--- src/rtl/muldiv_pkg.sv ---
// Shared types and constants for the iterative multiply/divide unit.
// Operation encoding matches the 2-bit op field driven by the decoder.
package muldiv_pkg;

    localparam int MD_ITERS = 32;
    localparam int CNT_W    = 5;

    typedef enum logic [1:0] {
        OP_MULT  = 2'b00,
        OP_MULTU = 2'b01,
        OP_DIV   = 2'b10,
        OP_DIVU  = 2'b11
    } op_t;

    typedef enum logic [1:0] {
        ST_IDLE = 2'd0,
        ST_RUN  = 2'd1,
        ST_FIX  = 2'd2
    } state_t;

    function automatic logic is_signed_op(input op_t o);
        return (o == OP_MULT) || (o == OP_DIV);
    endfunction

    function automatic logic is_div_op(input op_t o);
        return (o == OP_DIV) || (o == OP_DIVU);
    endfunction

    // Magnitude of a two's-complement word; 32'h80000000 maps to itself,
    // which is the correct unsigned magnitude.
    function automatic logic [31:0] abs_if(input logic [31:0] v, input logic en);
        return (en && v[31]) ? (~v + 32'd1) : v;
    endfunction

endpackage

--- src/rtl/muldiv_ctrl.sv ---
// Sequencer for the multiply/divide unit: IDLE -> RUN (32 iterations) -> FIX.
// Produces the load/step/fix phase strobes, busy, and a registered done pulse.
module muldiv_ctrl
    import muldiv_pkg::*;
(
    input  logic       clk,
    input  logic       reset,
    input  logic       start,
    output logic       busy,
    output logic       done,
    output logic       load,
    output logic       step,
    output logic       fix,
    output logic [1:0] state_dbg
);

    localparam logic [CNT_W-1:0] LAST_ITER = CNT_W'(MD_ITERS - 1);

    state_t            state_q;
    state_t            state_d;
    logic [CNT_W-1:0]  cnt_q;

    always_ff @(posedge clk or posedge reset) begin
        if (reset) begin
            state_q <= ST_IDLE;
            cnt_q   <= '0;
            done    <= 1'b0;
        end else begin
            state_q <= state_d;
            done    <= fix;
            if (load) begin
                cnt_q <= '0;
            end else if (step) begin
                cnt_q <= cnt_q + CNT_W'(1);
            end
        end
    end

    // Handshake: start is taken only while busy=0; a start seen while busy
    // is dropped, never queued.
    always_comb begin
        state_d = state_q;
        load    = 1'b0;
        step    = 1'b0;
        fix     = 1'b0;
        case (state_q)
            ST_IDLE: begin
                if (start) begin
                    load    = 1'b1;
                    state_d = ST_RUN;
                end
            end
            ST_RUN: begin
                step = 1'b1;
                if (cnt_q == LAST_ITER) begin
                    state_d = ST_FIX;
                end
            end
            ST_FIX: begin
                fix     = 1'b1;
                state_d = ST_IDLE;
            end
            default: state_d = ST_IDLE;
        endcase
    end

    assign busy      = (state_q != ST_IDLE);
    assign state_dbg = state_q;

endmodule

--- src/rtl/muldiv_unit.sv ---
// MIPS-style HI/LO multiply/divide unit: radix-2 shift-add multiply and
// restoring divide on magnitudes, with sign correction in a final FIX cycle.
module muldiv_unit
    import muldiv_pkg::*;
(
    input  logic        clk,
    input  logic        reset,
    input  logic        start,
    input  logic [1:0]  op,
    input  logic [31:0] a,
    input  logic [31:0] b,
    input  logic        hi_we,
    input  logic        lo_we,
    input  logic [31:0] wdata,
    output logic        busy,
    output logic        done,
    output logic [31:0] hi,
    output logic [31:0] lo
);

    logic        load;
    logic        step;
    logic        fix;
    logic [1:0]  state_dbg;

    muldiv_ctrl u_ctrl (
        .clk       (clk),
        .reset     (reset),
        .start     (start),
        .busy      (busy),
        .done      (done),
        .load      (load),
        .step      (step),
        .fix       (fix),
        .state_dbg (state_dbg)
    );

    // acc: multiply accumulator {partial product, multiplier}, or for divide
    // the dividend shifting out of [31] while quotient bits shift into [0].
    logic [63:0] acc;
    logic [31:0] rem;
    logic [31:0] opnd;
    logic        div_q;
    logic        neg_lo;
    logic        neg_hi;
    logic        div0;

    logic        sgn;
    logic        is_div;
    logic [31:0] mag_a;
    logic [31:0] mag_b;
    logic        mt_en;

    assign sgn    = is_signed_op(op_t'(op));
    assign is_div = is_div_op(op_t'(op));
    assign mag_a  = abs_if(a, sgn);
    assign mag_b  = abs_if(b, sgn);
    assign mt_en  = (state_dbg == ST_IDLE) && !start;

    logic [32:0] sum;
    logic [32:0] rem_sh;
    logic        sub_ok;
    logic [31:0] diff;
    logic [63:0] acc_nxt;
    logic [31:0] rem_nxt;

    always_comb begin
        sum     = {1'b0, acc[63:32]} + {1'b0, (acc[0] ? opnd : 32'd0)};
        rem_sh  = {rem, acc[31]};
        sub_ok  = (rem_sh >= {1'b0, opnd});
        diff    = rem_sh[31:0] - opnd;
        acc_nxt = acc;
        rem_nxt = rem;
        if (div_q) begin
            // When the trial subtract fails, rem_sh < divisor so it fits 32 bits.
            rem_nxt = sub_ok ? diff : rem_sh[31:0];
            acc_nxt = {acc[63:32], acc[30:0], sub_ok};
        end else begin
            acc_nxt = {sum, acc[31:1]};
        end
    end

    logic [63:0] prod_fix;
    logic [31:0] quo_fix;
    logic [31:0] rem_fix;
    logic [31:0] hi_res;
    logic [31:0] lo_res;

    always_comb begin
        prod_fix = neg_hi ? (~acc + 64'd1) : acc;
        quo_fix  = neg_lo ? (~acc[31:0] + 32'd1) : acc[31:0];
        rem_fix  = neg_hi ? (~rem + 32'd1) : rem;
        hi_res   = prod_fix[63:32];
        lo_res   = prod_fix[31:0];
        if (div_q) begin
            hi_res = rem_fix;
            lo_res = div0 ? 32'hFFFF_FFFF : quo_fix;
        end
    end

    always_ff @(posedge clk or posedge reset) begin
        if (reset) begin
            acc    <= '0;
            rem    <= '0;
            opnd   <= '0;
            div_q  <= 1'b0;
            neg_lo <= 1'b0;
            neg_hi <= 1'b0;
            div0   <= 1'b0;
            hi     <= '0;
            lo     <= '0;
        end else begin
            if (load) begin
                acc    <= {32'd0, (is_div ? mag_a : mag_b)};
                opnd   <= is_div ? mag_b : mag_a;
                rem    <= '0;
                div_q  <= is_div;
                neg_lo <= sgn && (a[31] ^ b[31]);
                neg_hi <= sgn && (is_div ? a[31] : (a[31] ^ b[31]));
                div0   <= is_div && (b == 32'd0);
            end else if (step) begin
                acc <= acc_nxt;
                rem <= rem_nxt;
            end
            if (fix) begin
                hi <= hi_res;
                lo <= lo_res;
            end else if (mt_en) begin
                if (hi_we) hi <= wdata;
                if (lo_we) lo <= wdata;
            end
        end
    end

endmodule

--- config.mk ---
export PLATFORM = sky130hd
export DESIGN_NAME = muldiv_unit
export DESIGN_NICKNAME = d
export VERILOG_FILES = /design/src/rtl/muldiv_pkg.sv /design/src/rtl/muldiv_ctrl.sv /design/src/rtl/muldiv_unit.sv
export SDC_FILE = /design/constraint.sdc
export NUM_CORES = 1
export LEC_CHECK = 0
export ABC_AREA = 1
export CAP_MARGIN = 20
export CORE_MARGIN = 5
export CORE_UTILIZATION = 30
export CTS_CLUSTER_SIZE = 20
export DETAILED_ROUTE_END_ITERATION = 10
export GPL_TIMING_DRIVEN = 0
export PLACE_DENSITY = 0.44
export SKIP_LAST_GASP = 1
export SYNTH_ARGS = -nofsm -noshare
export SYNTH_HDL_FRONTEND = slang
export SYNTH_SLANG_ARGS = --single-unit
export TNS_END_PERCENT = 50
--- constraint.sdc ---
create_clock -name clk -period 10.1 [get_ports clk]
set_input_delay 2.525 -clock clk [delete_from_list [all_inputs] [get_ports clk]]
set_output_delay 2.525 -clock clk [all_outputs]
set_load 0.005 [all_outputs]
==> impl_metrics.env, run 1 <==
export IMPL_num_rows=93
export IMPL_synthesized_area_um2=19500
export IMPL_finalSetupViolCount=0
export IMPL_hold_buffers=0
export IMPL_cts_htree_levels=1
export IMPL_initial_antenna_violation_count=0
export IMPL_netlist_top_cells_count="sky130_fd_sc_hd__nand2_1 (924), sky130_fd_sc_hd__nor2_1 (367), sky130_fd_sc_hd__inv_1 (356)"
export IMPL_dr_first_iter_drc_count=2245
export IMPL_cts_buffer_count=28
export IMPL_grt_first_pass_wirelength_um=143000
export IMPL_synth_yosys_seq_area_share=0.261
export IMPL_layout_drive_gt1_share=0.0629
export IMPL_synth_ff_type="sky130_fd_sc_hd__dfrtp_1"
export IMPL_num_vias=22400
export IMPL_number_of_global_route_vias_before_repair=21600
export IMPL_timing_fmax_ghz=0.214
export IMPL_antenna_cells=0
export IMPL_postSynth_asyncResetShare=1.00
export IMPL_cts_root_buffer_cell="sky130_fd_sc_hd__clkbuf_16"
export IMPL_post_synth_top_count_cell="sky130_fd_sc_hd__nand2_1"
export IMPL_syn_mean_instance_area_um2=6.20
export IMPL_maximum_buffer_depth_of_the_clock_tree=3
export IMPL_postCtsSetupRepairBufs=0
export IMPL_clock_tree_from_tritoncts="built"
export IMPL_p_leak_nw=10.8
export IMPL_power_per_cell_area_nw_per_um2=364
export IMPL_floorplan_initialDensity=0.303
export IMPL_grt_total_usage=0.268
export IMPL_post_route_drc_count=0
export IMPL_place_detailed_instances=4175
export IMPL_die_width_um=265
export IMPL_vdd_ir_drop_worst_v=0.000147
export IMPL_ios=169
export IMPL_timing_slew_headroom=0.333
export IMPL_final_period_minus_worst_setup_slack_ns=4.68
export IMPL_wl_um=98200
export IMPL_routabilityCongestion=0.986
export IMPL_cp_end_kind="register"
export IMPL_areaGrowthSynthToFinish_pct=19.1
export IMPL_cp_start_kind="primary input"
export IMPL_detail_route_first_pass_iterations=6
export IMPL_critical_path_peak_fanout=6
export IMPL_timing_critical_path_required_ns=10.64
export IMPL_critPathArrivalTime_ns=5.21
export IMPL_post_layout_total_power_mw=8.47
export IMPL_fp_dieH_um=265
export IMPL_syn_nets=3326
export IMPL_insertion_delay_ns=0.60
export IMPL_synth_area_top_cells="sky130_fd_sc_hd__dfrtp_1 (26%), sky130_fd_sc_hd__nand2_1 (18%), sky130_fd_sc_hd__nand3_1 (7.2%)"
export IMPL_worstMarginPinSlew_ns=1.00
export IMPL_final_nets=3525
export IMPL_path_class="primary input to register"
export IMPL_finish_utilization=0.361
export IMPL_antenna_violating_nets_left=0
export IMPL_status="finished, final reports clean"
export IMPL_wirelength_per_cell_um=23.2
export IMPL_post_cts_resize_count=0
export IMPL_hpwlAfterDp_um=81700
export IMPL_report_final_hold_viol_count=0
export IMPL_finished_layout_cells=4227
export IMPL_setup_ws_ns=5.43
export IMPL_netlist_area_leader_share=0.261
export IMPL_edff_count_synth=0
export IMPL_hp_class="register to register"
export IMPL_yosys_cell_types_count=58
export IMPL_placement_io_buffers=168
export IMPL_cell_type_contributing_the_most_total_cell_area_after_synthesis="sky130_fd_sc_hd__dfrtp_1"
export IMPL_synth_seq_cells=204
export IMPL_min_period_over_period=0.463
export IMPL_grt_overflow_total=0
export IMPL_grt_setup_unrepaired="no"
export IMPL_worst_setup_slack_post_dpl_ns=4.89
export IMPL_drv_cap=0
export IMPL_clkSlewWorstSetupHoldPaths_ns=0.06
export IMPL_per_cell_via_count_in_the_routed_design=5.30
export IMPL_report_final_slew_viol_count=0
export IMPL_synth_yosys_warnings=0
export IMPL_clock_skew_final_ns=0.0298
export IMPL_clock_sinks=204
export IMPL_filler_cell_count=7151
export IMPL_pin_count_of_the_biggest_net_entering_global_routing=110
export IMPL_synthCells=3151
export IMPL_core_um2=64500
export IMPL_dieArea_um2=70300
-- metal layers --
| metal | track usage | share of wire | vias to the layer above |
|---|---|---|---|
| met5 | 0 | 0 | - |
| met4 | 0.108 | 0.048 | 0 |
| met3 | 0.0348 | 0.064 | 163 |
| met2 | 0.418 | 0.44 | 842 |
| met1 | 0.376 | 0.45 | 10600 |
| li1 | - | - | 10700 |
-- stage by stage --
step,area (µm²),hold slack [ns],TNS (ns)
global route,23300,0.529,0
global placement,22300,0.480,-303.09
detailed placement,22300,0.476,0
floorplan,19500,0.472,0
finish,23300,0.487,0
CTS,23300,0.492,0
-- cell type report --
| class | count | area (µm²) | share of cell area |
|---|---|---|---|
| clock buffers | 36 | 761 | 0.0327 |
| inverters | 373 | 1410 | 0.0605 |
| multi-input cells | 2456 | 12500 | 0.536 |
| well taps | 855 | 1070 | 0.0460 |
| clock inverters | 16 | 180 | 0.00775 |
| plain buffers | 118 | 549 | 0.0236 |
| flip-flops and latches | 204 | 5100 | 0.220 |
| repair buffers | 169 | 1710 | 0.0735 |
-- final timing paths --
path                            startpoint          end  slack [ns]  depth (start not counted)
worst min-delay path                 hi[9]        hi[9]        0.49                          2
worst max register to register      acc[0]      acc[63]        6.80                         15
worst min register to register       hi[9]        hi[9]        0.49                          2
min in group asynchronous            reset  u_ctrl.done        2.42                          2
max in group asynchronous            reset     opnd[16]        6.58                          3
worst max-delay path                  a[0]      acc[18]        5.43                         13
-- where the power goes --
part           switching, mW  internal, mW  total (mW)  leakage [nW]
clock                  0.448         0.610        1.06         0.466
sequential             0.514          1.21        1.72          2.43
combinational           3.80          1.89        5.69          7.93
total                   4.76          3.71        8.47          10.8
-- cell families after synthesis --
| group | Yosys count | synth area share |
|---|---|---|
| AOI/OAI and AO/OA | 560 | 0.176 |
| buffers and inverters | 491 | 0.0998 |
| DFF | 204 | 0.261 |
| and+or+nand+nor | 1739 | 0.377 |
| xor gates and xnor gates | 85 | 0.0381 |
| adders and majority gates | 72 | 0.0469 |
-- state kept, by name (all words and copies together), names as in the netlist, 2 cells and up --
name,count
u_ctrl.cnt_q,5
opnd,32
hi,32
lo,32
u_ctrl.state_dbg,2
rem,32
acc,64
-- cell usage in the layout (no fill, tap or decap), types with 46 or more instances in the layout --
cell type                         synthesis  final
sky130_fd_sc_hd__buf_2                   47     47
sky130_fd_sc_hd__o211ai_1                46     46
sky130_fd_sc_hd__ha_1                    70     70
sky130_fd_sc_hd__nor2_1                 367    367
sky130_fd_sc_hd__a21oi_1                164    164
sky130_fd_sc_hd__nand3_1                281    281
sky130_fd_sc_hd__clkbuf_1                51     56
sky130_fd_sc_hd__inv_1                  356    355
sky130_fd_sc_hd__nand2_1                924    924
sky130_fd_sc_hd__dfrtp_1                204    204
sky130_fd_sc_hd__xor2_1                  56     56
sky130_fd_sc_hd__clkdlybuf4s50_1          0    168
sky130_fd_sc_hd__o21ai_0                162    162
-- critical path, stage by stage --
cell and delay [ns]:
sky130_fd_sc_hd__clkdlybuf4s50_1 0.53, sky130_fd_sc_hd__inv_1 0.19, sky130_fd_sc_hd__ha_1 0.24, sky130_fd_sc_hd__nand2_1 0.18, sky130_fd_sc_hd__nor2_2 0.24, sky130_fd_sc_hd__nand3_1 0.13, sky130_fd_sc_hd__o21ai_1 0.19, sky130_fd_sc_hd__o21ai_0 0.14
sky130_fd_sc_hd__xor2_1 0.42, sky130_fd_sc_hd__nand2_1 0.17, sky130_fd_sc_hd__nand3_1 0.15, sky130_fd_sc_hd__nand2_1 0.06, sky130_fd_sc_hd__inv_1 0.05
Power figures use the tool's default switching activity.
==> run 2: changes to the inputs <==
- clock period: 10.1 -> 4.5 ns (I/O delays scaled with it)
==> impl_metrics.env, run 2 (synthesis results as in run 1) <==
export IMPL_clock_sinks=204
export IMPL_grt_overflow_total=0
export IMPL_layout_cells_most_common_list="sky130_fd_sc_hd__nand2_1 (924), sky130_fd_sc_hd__nor2_1 (367), sky130_fd_sc_hd__inv_1 (355)"
export IMPL_floorplan_initialDensity=0.303
export IMPL_reg2reg_from="acc[0]"
export IMPL_filler_cell_count=7155
export IMPL_antenna_violating_nets_left=0
export IMPL_multi_input_comb_area_um2=12500
export IMPL_cts_root_buffer_cell="sky130_fd_sc_hd__clkbuf_16"
export IMPL_cts_buffer_count=29
export IMPL_post_route_drc_count=0
export IMPL_grt_total_usage=0.266
export IMPL_placement_io_buffers=168
export IMPL_detail_route_first_pass_iterations=6
export IMPL_report_final_slew_viol_count=0
export IMPL_post_layout_total_power_mw=19.2
export IMPL_timing_fmax_ghz=0.308
export IMPL_dr_first_iter_drc_count=2053
export IMPL_critPathArrivalTime_ns=3.78
export IMPL_metal1_wirelength_um=44900
export IMPL_per_cell_via_count_in_the_routed_design=5.31
export IMPL_hold_buffers=0
export IMPL_number_of_global_route_vias_before_repair=21400
export IMPL_layout_drive_gt1_share=0.0649
export IMPL_finalSetupViolCount=0
export IMPL_min_period_over_period=0.722
export IMPL_path_class="primary input to register"
export IMPL_hpwlAfterDp_um=82000
export IMPL_r2r_setup_slack_ns=1.29
export IMPL_timing_slew_headroom=0.263
export IMPL_dieArea_um2=70300
export IMPL_holdWs_ns=0.481
export IMPL_uppermost_layer_routed="met4"
export IMPL_wl_um=97800
export IMPL_post_cts_resize_count=0
export IMPL_final_period_minus_worst_setup_slack_ns=3.25
export IMPL_largest_register="acc"
export IMPL_postCtsSetupRepairBufs=0
export IMPL_critical_path_peak_fanout=6
export IMPL_wirelength_per_cell_um=23.1
export IMPL_worst_setup_slack_post_dpl_ns=0.705
export IMPL_hp_class="register to register"
export IMPL_setup_ws_ns=1.25
export IMPL_initial_antenna_violation_count=0
export IMPL_status="finished, final reports clean"
export IMPL_regArea_um2=5100
export IMPL_areaGrowthSynthToFinish_pct=20.1
export IMPL_timing_critical_path_required_ns=5.03
export IMPL_holdCritStartpoint="hi[16]"
export IMPL_num_vias=22500
export IMPL_largest_reg_flops=64
export IMPL_report_final_hold_viol_count=0
export IMPL_cp_end_kind="register"
export IMPL_cts_htree_levels=1
export IMPL_crit_reg2reg_capture="acc[63]"
export IMPL_post_dp_cell_area_um2=22400
export IMPL_power_per_cell_area_nw_per_um2=820
export IMPL_place_detailed_instances=4179
export IMPL_core_um2=64500
export IMPL_finished_layout_cells=4230
export IMPL_clock_tree_from_tritoncts="built"
export IMPL_final_nets=3530
export IMPL_pin_count_of_the_biggest_net_entering_global_routing=40
export IMPL_die_width_um=265
export IMPL_num_rows=93
export IMPL_grt_first_pass_wirelength_um=143000
export IMPL_routabilityCongestion=0.995
export IMPL_met3WireLength_um=5800
export IMPL_clkSlewWorstSetupHoldPaths_ns=0.05
export IMPL_wl_met2_um=44200
export IMPL_insertion_delay_ns=0.61
export IMPL_antenna_cells=0
export IMPL_timing_hold_worst_path_depth=2
export IMPL_ios=169
export IMPL_maximum_buffer_depth_of_the_clock_tree=3
export IMPL_design_area_um2=23400
export IMPL_cp_start_kind="primary input"
export IMPL_worstMarginPinSlew_ns=1.09
export IMPL_clock_skew_final_ns=0.0249
export IMPL_drv_cap=0
export IMPL_grt_setup_unrepaired="no"
export IMPL_fp_dieH_um=265
export IMPL_reg2reg_depth=15
export IMPL_min_delay_worst_endpoint="hi[16]"
export IMPL_vdd_ir_drop_worst_v=0.000336
export IMPL_leading_cell_type_in_the_layout_fill_and_taps_excluded="sky130_fd_sc_hd__nand2_1"
export IMPL_p_leak_nw=10.9
## run 2: cell types whose count changed in the layout (fill, tap and decap cells not counted), sizes merged
cell,before,now
clkinvlp,1,3
clkinv,12,6
inv,373,372
bufinv,3,6
clkbuf,89,90
buf,66,70
## run 2: through the flow
stage / util / TNS, ns
global placement: 0.346 / -250.03
CTS: 0.364 / 0
floorplan: - / 0
global route: 0.364 / 0
detailed placement: 0.347 / 0
finish: 0.364 / 0
## run 2: layer usage
metal  track usage  vias to the layer above
li1              -                    10700
met1         0.380                    10800
met2         0.433                      840
met3        0.0242                      104
met4        0.0685                        0
met5             0                        -
## run 2: worst max-delay path by stage
stage,to,slack (ns),from,cells past startpoint
finish,acc[18],1.25,a[0],13
floorplan,acc[0],0.73,reset,1
global route,acc[45],1.07,acc[0],15
CTS,acc[18],1.31,a[0],13
detailed placement,acc[18],0.71,a[0],13
global placement,rem[26],-1.27,reset,2
## run 2: cell type report
class | count | share of cell area
multi-input cells | 2456 | 0.532
flip-flops and latches | 204 | 0.218
repair buffers | 173 | 0.0760
inverters | 373 | 0.0599
well taps | 855 | 0.0456
clock buffers | 37 | 0.0352
plain buffers | 118 | 0.0234
clock inverters | 14 | 0.0104
## run 2: worst max-delay path, cell delays in order
cell and delay, ns:
sky130_fd_sc_hd__clkdlybuf4s50_1 0.52, sky130_fd_sc_hd__inv_1 0.20, sky130_fd_sc_hd__ha_1 0.25, sky130_fd_sc_hd__nand2_1 0.19, sky130_fd_sc_hd__nor2_2 0.25, sky130_fd_sc_hd__nand3_1 0.13
sky130_fd_sc_hd__o21ai_1 0.19, sky130_fd_sc_hd__o21ai_0 0.13, sky130_fd_sc_hd__xor2_1 0.36, sky130_fd_sc_hd__nand2_1 0.16, sky130_fd_sc_hd__nand3_1 0.15, sky130_fd_sc_hd__nand2_1 0.07
sky130_fd_sc_hd__inv_1 0.05
## run 2: where the power goes
| part | switching, mW | total (mW) | internal [mW] |
|---|---|---|---|
| clock | 1.00 | 2.63 | 1.63 |
| combinational | 8.48 | 12.7 | 4.24 |
| sequential | 1.16 | 3.88 | 2.71 |
==> run 3: changes to the inputs <==
- clock period: 4.5 -> 3.3 ns (I/O delays scaled with it)
==> impl_metrics.env, run 3 (synthesis results as in run 1) <==
export IMPL_status="finished, final reports clean"
export IMPL_clock_sinks=204
export IMPL_timing_slew_headroom=0.266
export IMPL_vdd_ir_drop_worst_v=0.000454
export IMPL_maximum_buffer_depth_of_the_clock_tree=3
export IMPL_power_per_cell_area_nw_per_um2=1120
export IMPL_p_leak_nw=10.9
export IMPL_layout_cells_most_common_list="sky130_fd_sc_hd__nand2_1 (924), sky130_fd_sc_hd__nor2_1 (367), sky130_fd_sc_hd__inv_1 (355)"
export IMPL_met3WireLength_um=5600
export IMPL_metal1_wirelength_um=45000
export IMPL_ios=169
export IMPL_finalSetupTns_ns=0
export IMPL_fp_dieH_um=265
export IMPL_cp_end_kind="register"
export IMPL_cts_root_buffer_cell="sky130_fd_sc_hd__clkbuf_16"
export IMPL_finished_layout_cells=4230
export IMPL_wl_um=97700
export IMPL_place_detailed_instances=4179
export IMPL_wirelength_per_cell_um=23.1
export IMPL_num_vias=22500
export IMPL_min_period_over_period=0.926
export IMPL_number_of_global_route_vias_before_repair=21400
export IMPL_finalSetupViolCount=0
export IMPL_crit_path_cell_trace="inv_1, ha_1, nand3_1, nor2_2, nand2_1, nor2_1, nand2_1, nand2_1, o21ai_0, o21ai_0, nand2_1, nand2_1, nand2_1, nand2_1"
export IMPL_floorplan_initialDensity=0.303
export IMPL_per_cell_via_count_in_the_routed_design=5.31
export IMPL_pin_count_of_the_biggest_net_entering_global_routing=40
export IMPL_insertion_delay_ns=0.60
export IMPL_path_class="register to register"
export IMPL_report_final_hold_viol_count=0
export IMPL_longest_individual_stage_delay_on_the_worst_path_ns=0.76
export IMPL_final_nets=3530
export IMPL_initial_antenna_violation_count=0
export IMPL_largest_register="acc"
export IMPL_core_um2=64500
export IMPL_cp_start_kind="register"
export IMPL_post_layout_total_power_mw=26.2
export IMPL_clock_skew_final_ns=0.0234
export IMPL_routabilityCongestion=0.995
export IMPL_grt_setup_unrepaired="no"
export IMPL_hp_class="register to register"
export IMPL_grt_first_pass_wirelength_um=143000
export IMPL_seq_power_share=0.202
export IMPL_placement_io_buffers=168
export IMPL_antenna_violating_nets_left=0
export IMPL_timing_critical_path_required_ns=3.83
export IMPL_detail_route_first_pass_iterations=6
export IMPL_power_frac_comb=0.662
export IMPL_finish_utilization=0.364
export IMPL_final_period_minus_worst_setup_slack_ns=3.06
export IMPL_cts_buffer_count=29
export IMPL_clkSlewWorstSetupHoldPaths_ns=0.06
export IMPL_holdWs_ns=0.481
export IMPL_report_final_slew_viol_count=0
export IMPL_hold_buffers=0
export IMPL_num_rows=93
export IMPL_hpwlAfterDp_um=82000
export IMPL_post_route_drc_count=0
export IMPL_grt_total_usage=0.266
export IMPL_areaGrowthSynthToFinish_pct=20.1
export IMPL_worstMarginPinSlew_ns=1.09
export IMPL_clock_tree_from_tritoncts="built"
export IMPL_cpMostUsedCell="sky130_fd_sc_hd__nand2_1"
export IMPL_largest_reg_flops=64
export IMPL_dieArea_um2=70300
export IMPL_leading_cell_type_in_the_layout_fill_and_taps_excluded="sky130_fd_sc_hd__nand2_1"
export IMPL_wl_met2_um=44300
export IMPL_die_width_um=265
export IMPL_clock_power_share=0.136
export IMPL_netSwitchingFraction=0.553
export IMPL_layout_drive_gt1_share=0.0655
export IMPL_critPathArrivalTime_ns=3.59
export IMPL_uppermost_layer_routed="met4"
export IMPL_antenna_cells=0
export IMPL_critical_path_peak_fanout=4
export IMPL_cts_htree_levels=1
export IMPL_power_net_switching_mw=14.5
export IMPL_timing_fmax_ghz=0.327
export IMPL_grt_overflow_total=0
export IMPL_dr_first_iter_drc_count=2010
export IMPL_timing_critical_path_slowest_stage_cell="sky130_fd_sc_hd__o21ai_0"
export IMPL_internal_power_mw=11.7
export IMPL_drv_cap=0
[run 3: cell counts in the layout (fill, tap and decap cells not counted)]
Identical to the previous run, type by type.
[run 3: routing by layer]
layer  up-vias  global-route usage
met2       830               0.433
met3       108              0.0242
met5         -                   0
li1      10700                   -
met4         0              0.0685
met1     10800               0.380
[run 3: path summary, 6_finish.rpt]
kind | start | slack [ns] | end | cells past startpoint
worst max-delay path | rem[0] | 0.24 | hi[16] | 14
worst max register to register | rem[0] | 0.24 | hi[16] | 14
min in group asynchronous | reset | 0.73 | hi[16] | 2
max in group asynchronous | reset | 1.34 | opnd[31] | 5
worst min register to register | hi[16] | 0.48 | hi[16] | 2
worst min-delay path | hi[16] | 0.48 | hi[16] | 2
[run 3: cell type report]
class                   instances  area (µm²)
repair buffers                173        1780
plain buffers                 118         552
fillers                      7153       41000
clock buffers                  37         826
clock inverters                14         244
multi-input cells            2456       12500
well taps                     855        1070
flip-flops and latches        204        5100
inverters                     373        1400
[run 3: worst max-delay path, delay by kind of cell, from the launching register on]
family	cells	cell delay, ns
simple gates	10	1.27
fa+ha+maj	1	0.22
flops	1	0.44
buf+inv	1	0.22
compound gates	2	0.84
[run 3: power groups by stage]
stage               Combinational [mW]  Sequential, mW  Clock [mW]
global placement                  17.0            5.24           0
floorplan                         11.1            4.56           0
finish                            17.4            5.29        3.58
CTS                               17.1            5.22        3.62
detailed placement                17.0            5.25           0
global route                      19.0            5.38        3.73
[run 3: repair_timing]
| item | CTS | global route |
|---|---|---|
| setup endpoints to repair | 0 | 5 |
| setup buffers | 0 | 0 |
| hold endpoints to repair | 0 | 0 |
| gates resized for setup | 0 | 4 |
[run 3: through the flow]
step           setup slack, ns  cell area, µm²
4_1_cts                  0.147           23400
5_1_grt                0.00883           23500
2_1_floorplan           -0.169           19500
3_3_place_gp             -2.17           22300
6_report                 0.243           23500
3_5_place_dp            -0.195           22400
